<file path="config.mk">
export PLATFORM = sky130hd
export DESIGN_NAME = io_port_ctrl
export DESIGN_NICKNAME = d
export VERILOG_FILES = /design/src/rtl/io_port_pkg.sv /design/src/rtl/io_fifo.sv /design/src/rtl/io_port_ctrl.sv
export SDC_FILE = /design/constraint.sdc
export NUM_CORES = 1
export LEC_CHECK = 0
export BUFFER_PORTS_ARGS = -buffer_cell sky130_fd_sc_hd__buf_2
export CORE_AREA = 2 2 158 160
export CTS_CLUSTER_SIZE = 10
export DETAILED_ROUTE_END_ITERATION = 10
export DIE_AREA = 0 0 160 162
export MAX_ROUTING_LAYER = met4
export PLACE_DENSITY = 0.67
export SLEW_MARGIN = 5
export SYNTH_ARGS = -nofsm -noshare
export SYNTH_HDL_FRONTEND = slang
export SYNTH_SLANG_ARGS = --single-unit
export TNS_END_PERCENT = 1
</file>
<file path="constraint.sdc">
create_clock -name clk -period 5.1 [get_ports clk]
set_input_delay 0.51 -clock clk [delete_from_list [all_inputs] [get_ports clk]]
set_output_delay 0.51 -clock clk [all_outputs]
set_load 0.1 [all_outputs]
</file>
<file path="src/rtl/io_port_pkg.sv">
// Shared constants and helpers for the I/O port controller and its benches.
package io_port_pkg;

  localparam int NPORT_DEF = 4;
  localparam int DW_DEF    = 15;
  localparam int OW_DEF    = 23;
  localparam int DEPTH_DEF = 2;

  function automatic logic is_onehot(input logic [31:0] v);
    return (v != 32'd0) && ((v & (v - 32'd1)) == 32'd0);
  endfunction

endpackage

</file>
<file path="src/rtl/io_fifo.sv">
// Single-port synchronous FIFO holding upstream samples for one I/O port.
module io_fifo
  import io_port_pkg::*;
#(
  parameter int DW    = DW_DEF,
  parameter int DEPTH = DEPTH_DEF
) (
  input  logic                         clk,
  input  logic                         rst,
  input  logic                         push,
  input  logic                         pop,
  input  logic [DW-1:0]                din,
  output logic [DW-1:0]                head,
  output logic [$clog2(DEPTH+1)-1:0]   level,
  output logic                         full,
  output logic                         empty
);

  localparam int AW = $clog2(DEPTH);
  localparam int LW = $clog2(DEPTH+1);

  logic [DW-1:0] mem_q [DEPTH];
  logic [DW-1:0] mem_d [DEPTH];
  logic [AW-1:0] wr_ptr_q, wr_ptr_d;
  logic [AW-1:0] rd_ptr_q, rd_ptr_d;
  logic [LW-1:0] level_q, level_d;
  logic          do_push, do_pop;

  assign full    = (level_q == LW'(DEPTH));
  assign empty   = (level_q == '0);
  assign do_push = push & ~full;
  assign do_pop  = pop & ~empty;
  assign head    = mem_q[rd_ptr_q];
  assign level   = level_q;

  // DEPTH is a power of two, so pointers wrap naturally at AW bits.
  always_comb begin
    mem_d    = mem_q;
    wr_ptr_d = wr_ptr_q;
    rd_ptr_d = rd_ptr_q;
    level_d  = level_q;
    if (do_push) begin
      mem_d[wr_ptr_q] = din;
      wr_ptr_d        = wr_ptr_q + AW'(1);
    end
    if (do_pop) begin
      rd_ptr_d = rd_ptr_q + AW'(1);
    end
    if (do_push && !do_pop) begin
      level_d = level_q + LW'(1);
    end else if (do_pop && !do_push) begin
      level_d = level_q - LW'(1);
    end
  end

  always_ff @(posedge clk or posedge rst) begin
    if (rst) begin
      wr_ptr_q <= '0;
      rd_ptr_q <= '0;
      level_q  <= '0;
    end else begin
      wr_ptr_q <= wr_ptr_d;
      rd_ptr_q <= rd_ptr_d;
      level_q  <= level_d;
    end
  end

  // Storage needs no reset; an empty level makes stale words unreachable.
  always_ff @(posedge clk) begin
    mem_q <= mem_d;
  end

endmodule

</file>
<file path="src/rtl/io_port_ctrl.sv">
// I/O port controller: per-port input FIFOs feeding the processor's io_in bus
// and registered per-port capture of io_out, with sticky error flags.
module io_port_ctrl
  import io_port_pkg::*;
#(
  parameter int NPORT = NPORT_DEF,
  parameter int DW    = DW_DEF,
  parameter int OW    = OW_DEF,
  parameter int DEPTH = DEPTH_DEF
) (
  input  logic                               clk,
  input  logic                               rst,
  input  logic [NPORT*DW-1:0]                s_data,
  input  logic [NPORT-1:0]                   s_valid,
  output logic [NPORT-1:0]                   s_ready,
  input  logic [NPORT-1:0]                   req_in,
  output logic [DW-1:0]                      io_in,
  input  logic [OW-1:0]                      io_out,
  input  logic [NPORT-1:0]                   out_en,
  output logic [NPORT*OW-1:0]                m_data,
  output logic [NPORT-1:0]                   m_valid,
  output logic [NPORT*$clog2(DEPTH+1)-1:0]   in_level,
  output logic [NPORT-1:0]                   underrun,
  output logic                               multi_err,
  input  logic                               clr_flags
);

  localparam int LW = $clog2(DEPTH+1);

  logic [DW-1:0]    head [NPORT];
  logic [NPORT-1:0] full, empty, push, pop, underrun_set;
  logic             req_one, out_one, multi_set;

  logic             ready_en_q, ready_en_d;
  logic [OW-1:0]    m_data_q [NPORT];
  logic [OW-1:0]    m_data_d [NPORT];
  logic [NPORT-1:0] m_valid_q, m_valid_d;
  logic [NPORT-1:0] underrun_q, underrun_d;
  logic             multi_err_q, multi_err_d;

  for (genvar k = 0; k < NPORT; k++) begin : g_port
    io_fifo #(.DW(DW), .DEPTH(DEPTH)) u_fifo (
      .clk   (clk),
      .rst   (rst),
      .push  (push[k]),
      .pop   (pop[k]),
      .din   (s_data[k*DW +: DW]),
      .head  (head[k]),
      .level (in_level[k*LW +: LW]),
      .full  (full[k]),
      .empty (empty[k])
    );
    assign m_data[k*OW +: OW] = m_data_q[k];
  end

  // ready_en_q holds s_ready low through reset and for the release cycle.
  assign s_ready      = {NPORT{ready_en_q}} & ~full;
  assign push         = s_valid & s_ready;
  assign req_one      = is_onehot(32'(req_in));
  assign out_one      = is_onehot(32'(out_en));
  assign pop          = req_one ? (req_in & ~empty) : '0;
  assign underrun_set = req_one ? (req_in & empty) : '0;
  assign multi_set    = ((req_in != '0) && !req_one) || ((out_en != '0) && !out_one);

  assign m_valid   = m_valid_q;
  assign underrun  = underrun_q;
  assign multi_err = multi_err_q;

  always_comb begin
    io_in = '0;
    for (int k = 0; k < NPORT; k++) begin
      if (pop[k]) io_in = head[k];
    end
  end

  // Errors raised in the same cycle as clr_flags still set the flag.
  always_comb begin
    ready_en_d  = 1'b1;
    underrun_d  = (clr_flags ? '0 : underrun_q) | underrun_set;
    multi_err_d = (clr_flags ? 1'b0 : multi_err_q) | multi_set;
    m_valid_d   = out_one ? out_en : '0;
    m_data_d    = m_data_q;
    for (int k = 0; k < NPORT; k++) begin
      if (out_one && out_en[k]) m_data_d[k] = io_out;
    end
  end

  always_ff @(posedge clk or posedge rst) begin
    if (rst) begin
      ready_en_q  <= 1'b0;
      m_valid_q   <= '0;
      underrun_q  <= '0;
      multi_err_q <= 1'b0;
      for (int k = 0; k < NPORT; k++) m_data_q[k] <= '0;
    end else begin
      ready_en_q  <= ready_en_d;
      m_valid_q   <= m_valid_d;
      underrun_q  <= underrun_d;
      multi_err_q <= multi_err_d;
      m_data_q    <= m_data_d;
    end
  end

endmodule

</file>
# Word level (Yosys, flattened, before mapping)
# Cells that the tools add are included.
# W data, S select, Z words.
# totals
inputBits	98
elab_cells	180
ff_bits	238
# classes
n_reduce_logical	43
magnitude_cmp	12
n_addsub	18
bitwise	34
n_mux	41
eq_ne	4
# op_table
cell	n
$mux W15	20
$bwmux W30	4
$and A4 B32 Y32	2
$logic_not A32 Y1	2
$demux W15 S1	4
$logic_and A1 B1 Y1	20
$and A4 B4 Y4	4
$ge A2 B2 Y1 const B	8
$mux W2	8
$mux W4	4
$not A1 Y2	8
$logic_not A1 Y1	10
$sub A4 B1 Y5 const B	2
$add A1 B1 Y1 const B	8
$add A2 B1 Y2 const B	4
$and A1 B1 Y1	8
$eq A2 B2 Y1 const B	4
$logic_not A2 Y1	4
$lt A2 B1 Y1 const B	4
$not A1 Y1	8
$not A4 Y4	2
$reduce_bool A2 Y1	4
$reduce_bool A4 Y1	2
$sub A2 B1 Y2 const B	4
4 further kinds	4

# Logic depth before layout (Yosys ltp)
# logic_depth
depth_word	9
ltp_mapped	9

# Cells and area by module
# A second synthesis with hierarchy kept.
# hier_totals
cells_unflattened	605
hier_area_um2	9947.0
# by_module_without_submodules
mod	n_inst	area_per_inst_um2	seq_area_each_um2	cells_per_inst
io_fifo	4	1335.0	1001.0	67
io_port_ctrl	1	4606.9	2552.4	337

# Worst setup path after synthesis
# Ideal clock, no wire load.
# synth_path
path_kind	register to register
from	register g_port[2].u_fifo.level_q[0]
to	register g_port[2].u_fifo.mem_q[15] (netlist bit), enable pin
t_arrival_ps	4503
setup_time_ps	387
path_slack_ps	210
required_ps	4713
synth_period_minus_slack_ps	4890
path_stages_with_launch	5
path_cell_list	dfrtp_1 -> inv_1 -> a21boi_0 -> nand2_1 -> nor2_1
# synth_via
elab_chain_len	5
elab_cells_between_ends	6
cone_classes	1 x eq/ne; 5 x bitwise
# synth_rtl
item	line_no	source
start: declaration	io_fifo.sv:26	logic [LW-1:0] level_q, level_d;
start signal: assignment	io_fifo.sv:64	level_q <= level_d;
$eq A2 B2 Y1	io_fifo.sv:29	assign full = (level_q == LW'(DEPTH));
$not A4 Y4	io_port_ctrl.sv:57	assign s_ready = {NPORT{ready_en_q}} & ~full;
$and A4 B4 Y4	io_port_ctrl.sv:57	
named net s_ready[2]	io_port_ctrl.sv:15	output logic [NPORT-1:0] s_ready,
$and A4 B4 Y4	io_port_ctrl.sv:58	assign push = s_valid & s_ready;
$and A1 B1 Y1	io_fifo.sv:31	assign do_push = push & ~full;
end signal: assignment	io_fifo.sv:70	mem_q <= mem_d;
end: declaration	io_fifo.sv:22	logic [DW-1:0] mem_q [DEPTH];
# The timed path passes the listed nets, and every way through them passes these cells.
# A chain may end at the register's enable or synchronous reset.

# Worst setup path after layout
# layout_path
from	register g_port[2].u_fifo.level_q[0]
to	output io_in[2]
# layout_via
elab_chain_len	6
# layout_rtl
item	line_no	source
$logic_not A2 Y1	io_fifo.sv:30	assign empty = (level_q == '0);
$not A4 Y4	io_port_ctrl.sv:61	assign pop = req_one ? (req_in & ~empty) : '0;
$and A4 B4 Y4	io_port_ctrl.sv:61	
$mux W4	io_port_ctrl.sv:61	
$mux W15 (2 in a row)	io_port_ctrl.sv:72	if (pop[k]) io_in = head[k];
end: declaration	io_port_ctrl.sv:17	output logic [DW-1:0] io_in,
# Every way passes these cells.

==> impl_metrics.env <==
export IMPL_hold_slack_ns=0.0191
export IMPL_avgViaCountPerCell=4.82
export IMPL_layout_commonest_cell="buf_2"
export IMPL_syn_cell_area_um2=9320
export IMPL_layout_nets=894
export IMPL_peakVddDrop_v=0.000490
export IMPL_antenna_found_initial=9
export IMPL_r2r_end="g_port[2].u_fifo.level[1]"
export IMPL_start_util_pct=38.6
export IMPL_synth_distinct_cells=38
export IMPL_synth_area_top_cells="edfxtp_1 (39%), dfrtp_1 (32%), mux2_2 (11%)"
export IMPL_synth_top_area_share_pct=38.7
export IMPL_min_period_ns=3.36
export IMPL_p_per_area_nw_per_um2=617
export IMPL_fmax_mhz=298
export IMPL_grt_ovfl_total=0
export IMPL_place_congestion=0.839
export IMPL_dp_hpwl_um=16000
export IMPL_pin_count=226
export IMPL_path_class="reg -> out"
export IMPL_critical_path_required_ns=4.59
export IMPL_clockBufferDepth=3
export IMPL_final_cell_mix="buf_2 (225), edfxtp_1 (120), dfrtp_1 (118)"
export IMPL_die_x_um=160
export IMPL_drt_iter0_markers=278
export IMPL_reg2reg_depth=6
export IMPL_rows=57
export IMPL_grt_pass1_vias=5941
export IMPL_yosys_area_top_type="edfxtp_1"
export IMPL_yosys_warnings=0
export IMPL_synthFlopType="edfxtp_1"
export IMPL_finalSetupViolations=0
export IMPL_worstMarginPinSlew_ns=1.03
export IMPL_skew_ns=0.0120
export IMPL_antenna_left=0
export IMPL_io_buffer_count=225
export IMPL_fp_dieH_um=162
export IMPL_drc=0
export IMPL_cts_root_buf="clkbuf_16"
export IMPL_cts_resized=0
export IMPL_r2r_slack_ns=3.02
export IMPL_cts_tree="yes"
export IMPL_hp_class="in -> async"
export IMPL_ys_ff_latch=238
export IMPL_path_clk_slew_ns=0.06
export IMPL_die_area_um2=25900
export IMPL_layout_drive_gt1_share_pct=47.0
export IMPL_critPathArrivalTime_ns=2.85
export IMPL_syn_nets=651
export IMPL_timing_rr_start="g_port[2].u_fifo.level[0]"
export IMPL_holdBufCountCts=0
export IMPL_slew_headroom_pct=31.4
export IMPL_drt_first_pass_iters=4
export IMPL_start_kind="register"
export IMPL_postSynthCellCount=549
export IMPL_hold_viol_final=0
export IMPL_synth_area_per_cell_um2=17.0
export IMPL_grt_max_degree=57
export IMPL_async_flop_share_pct=49.6
export IMPL_cts_num_sinks=238
export IMPL_clock_latency_ns=0.54
export IMPL_grt_setup_unrepaired="false"
export IMPL_cts_setup_buffers=0
export IMPL_grt_pass1_wl_um=34100
export IMPL_status="complete, no violations"
export IMPL_timing_final_crit_share_pct=65.8
export IMPL_numCtsBuffers=28
export IMPL_syn_to_final_growth_pct=25.5
export IMPL_coreArea_um2=24100
export IMPL_wire_per_inst_um=19.3
export IMPL_multi_input_area_um2=2610
export IMPL_cts_max_level=1
export IMPL_worstPathMaxFanout=16
export IMPL_maxCapViolCount=0
export IMPL_synth_edff_count=120
export IMPL_fin_total_pwr_mw=7.21
export IMPL_dr_total_vias=5507
export IMPL_static_leakage_power_nw=4.93
export IMPL_ys_seq_area_share_pct=70.4
export IMPL_seq_area_um2=6560
export IMPL_finalSetupTns_ns=0
export IMPL_setup_worst_path_end_class="primary output"
export IMPL_n_fill_cell=2121
export IMPL_wirelength_um=22100
export IMPL_grt_usage_pct=17.4
export IMPL_slew_violations=0
## flip-flops by register name (all words and copies together) (netlist names)
register,cells
multi_err,1
g_port.u_fifo.rd_ptr_q,4
m_valid,4
g_port.u_fifo.wr_ptr_q,4
m_data,92
g_port.u_fifo.level,8
ready_en_q,1
underrun,4
g_port.u_fifo.mem_q,120
## Yosys cell counts, drive strengths merged, types with 5 or more instances
| cell type | count |
|---|---|
| edfxtp | 120 |
| inv | 16 |
| nor2 | 14 |
| mux2 | 93 |
| dfrtp | 118 |
| mux2i | 45 |
| nand2 | 5 |
| clkbuf | 7 |
| nor2b | 14 |
| buf | 17 |
| a211oi | 14 |
| o22a | 14 |
| xnor2 | 12 |
| xor2 | 8 |
| a221oi | 14 |
## report_power, final
group / internal, mW / switching [mW]
clock: 1.04 / 0.731
combinational: 0.559 / 2.16
sequential: 2.39 / 0.326
## per-layer routing
layer / part of all wire (%) / global-route usage (%)
met2: 44 / 25.9
met3: 9.1 / 5.75
met4: 2.6 / 5.36
met5: 0 / -
met1: 44 / 22.6
## layout make-up
| cell class | count | area share [%] |
|---|---|---|
| Timing Repair Buffer | 237 | 10.4 |
| Antenna cell | 9 | 0.193 |
| Inverter | 16 | 0.535 |
| Clock inverter | 2 | 0.300 |
| Sequential cell | 238 | 56.1 |
| Multi-Input combinational cell | 271 | 22.3 |
| Tap cell | 324 | 3.47 |
| Clock buffer | 45 | 6.71 |
## how the worst max path moves through the flow
stage / from / endpoint / slack, ns / depth (start not counted)
after floorplan: g_port[2].u_fifo.level[0] / g_port[2].u_fifo.mem_q[15] / 0.21 / 4
after detailed placement: req_in[3] / io_in[2] / 1.89 / 6
final: g_port[2].u_fifo.level[0] / io_in[2] / 1.74 / 5
after global routing: g_port[2].u_fifo.level[0] / io_in[5] / 1.61 / 5
after CTS: g_port[2].u_fifo.level[0] / io_in[2] / 1.69 / 5
after global placement: req_in[3] / io_in[14] / 1.96 / 6
## cells by family (layout without fill, tap and decap cells)
kind of cell    Yosys count  in the layout  synth area share, %
simple gates             49             49                 3.25
fa+ha+maj                 6              6                0.752
other cells               1             10               0.0403
flops                   238            238                 70.4
buf+inv                  40            300                 1.89
compound gates           57             57                 5.72
xor+xnor                 20             20                 1.88
mux                     138            138                 16.1
## through the flow
step / setup WS [ns] / instances / area (µm²) / util, %
after detailed placement: 1.89 / 1086 / 10900 / 45.0
after global routing: 1.61 / 1142 / 11700 / 48.5
after floorplan: 0.210 / 549 / 9320 / -
after global placement: 1.96 / 1086 / 10900 / 45.0
final: 1.74 / 1142 / 11700 / 48.5
after CTS: 1.69 / 1133 / 11700 / 48.4
## critical path: stages (launching register included)
cell      delay (ns)
dfrtp_1         0.48
or2_2           0.36
nand2_1         0.50
a211oi_1        0.11
a221oi_1        0.36
buf_2           0.50
Note: power is estimated with default switching activity, not from simulation.
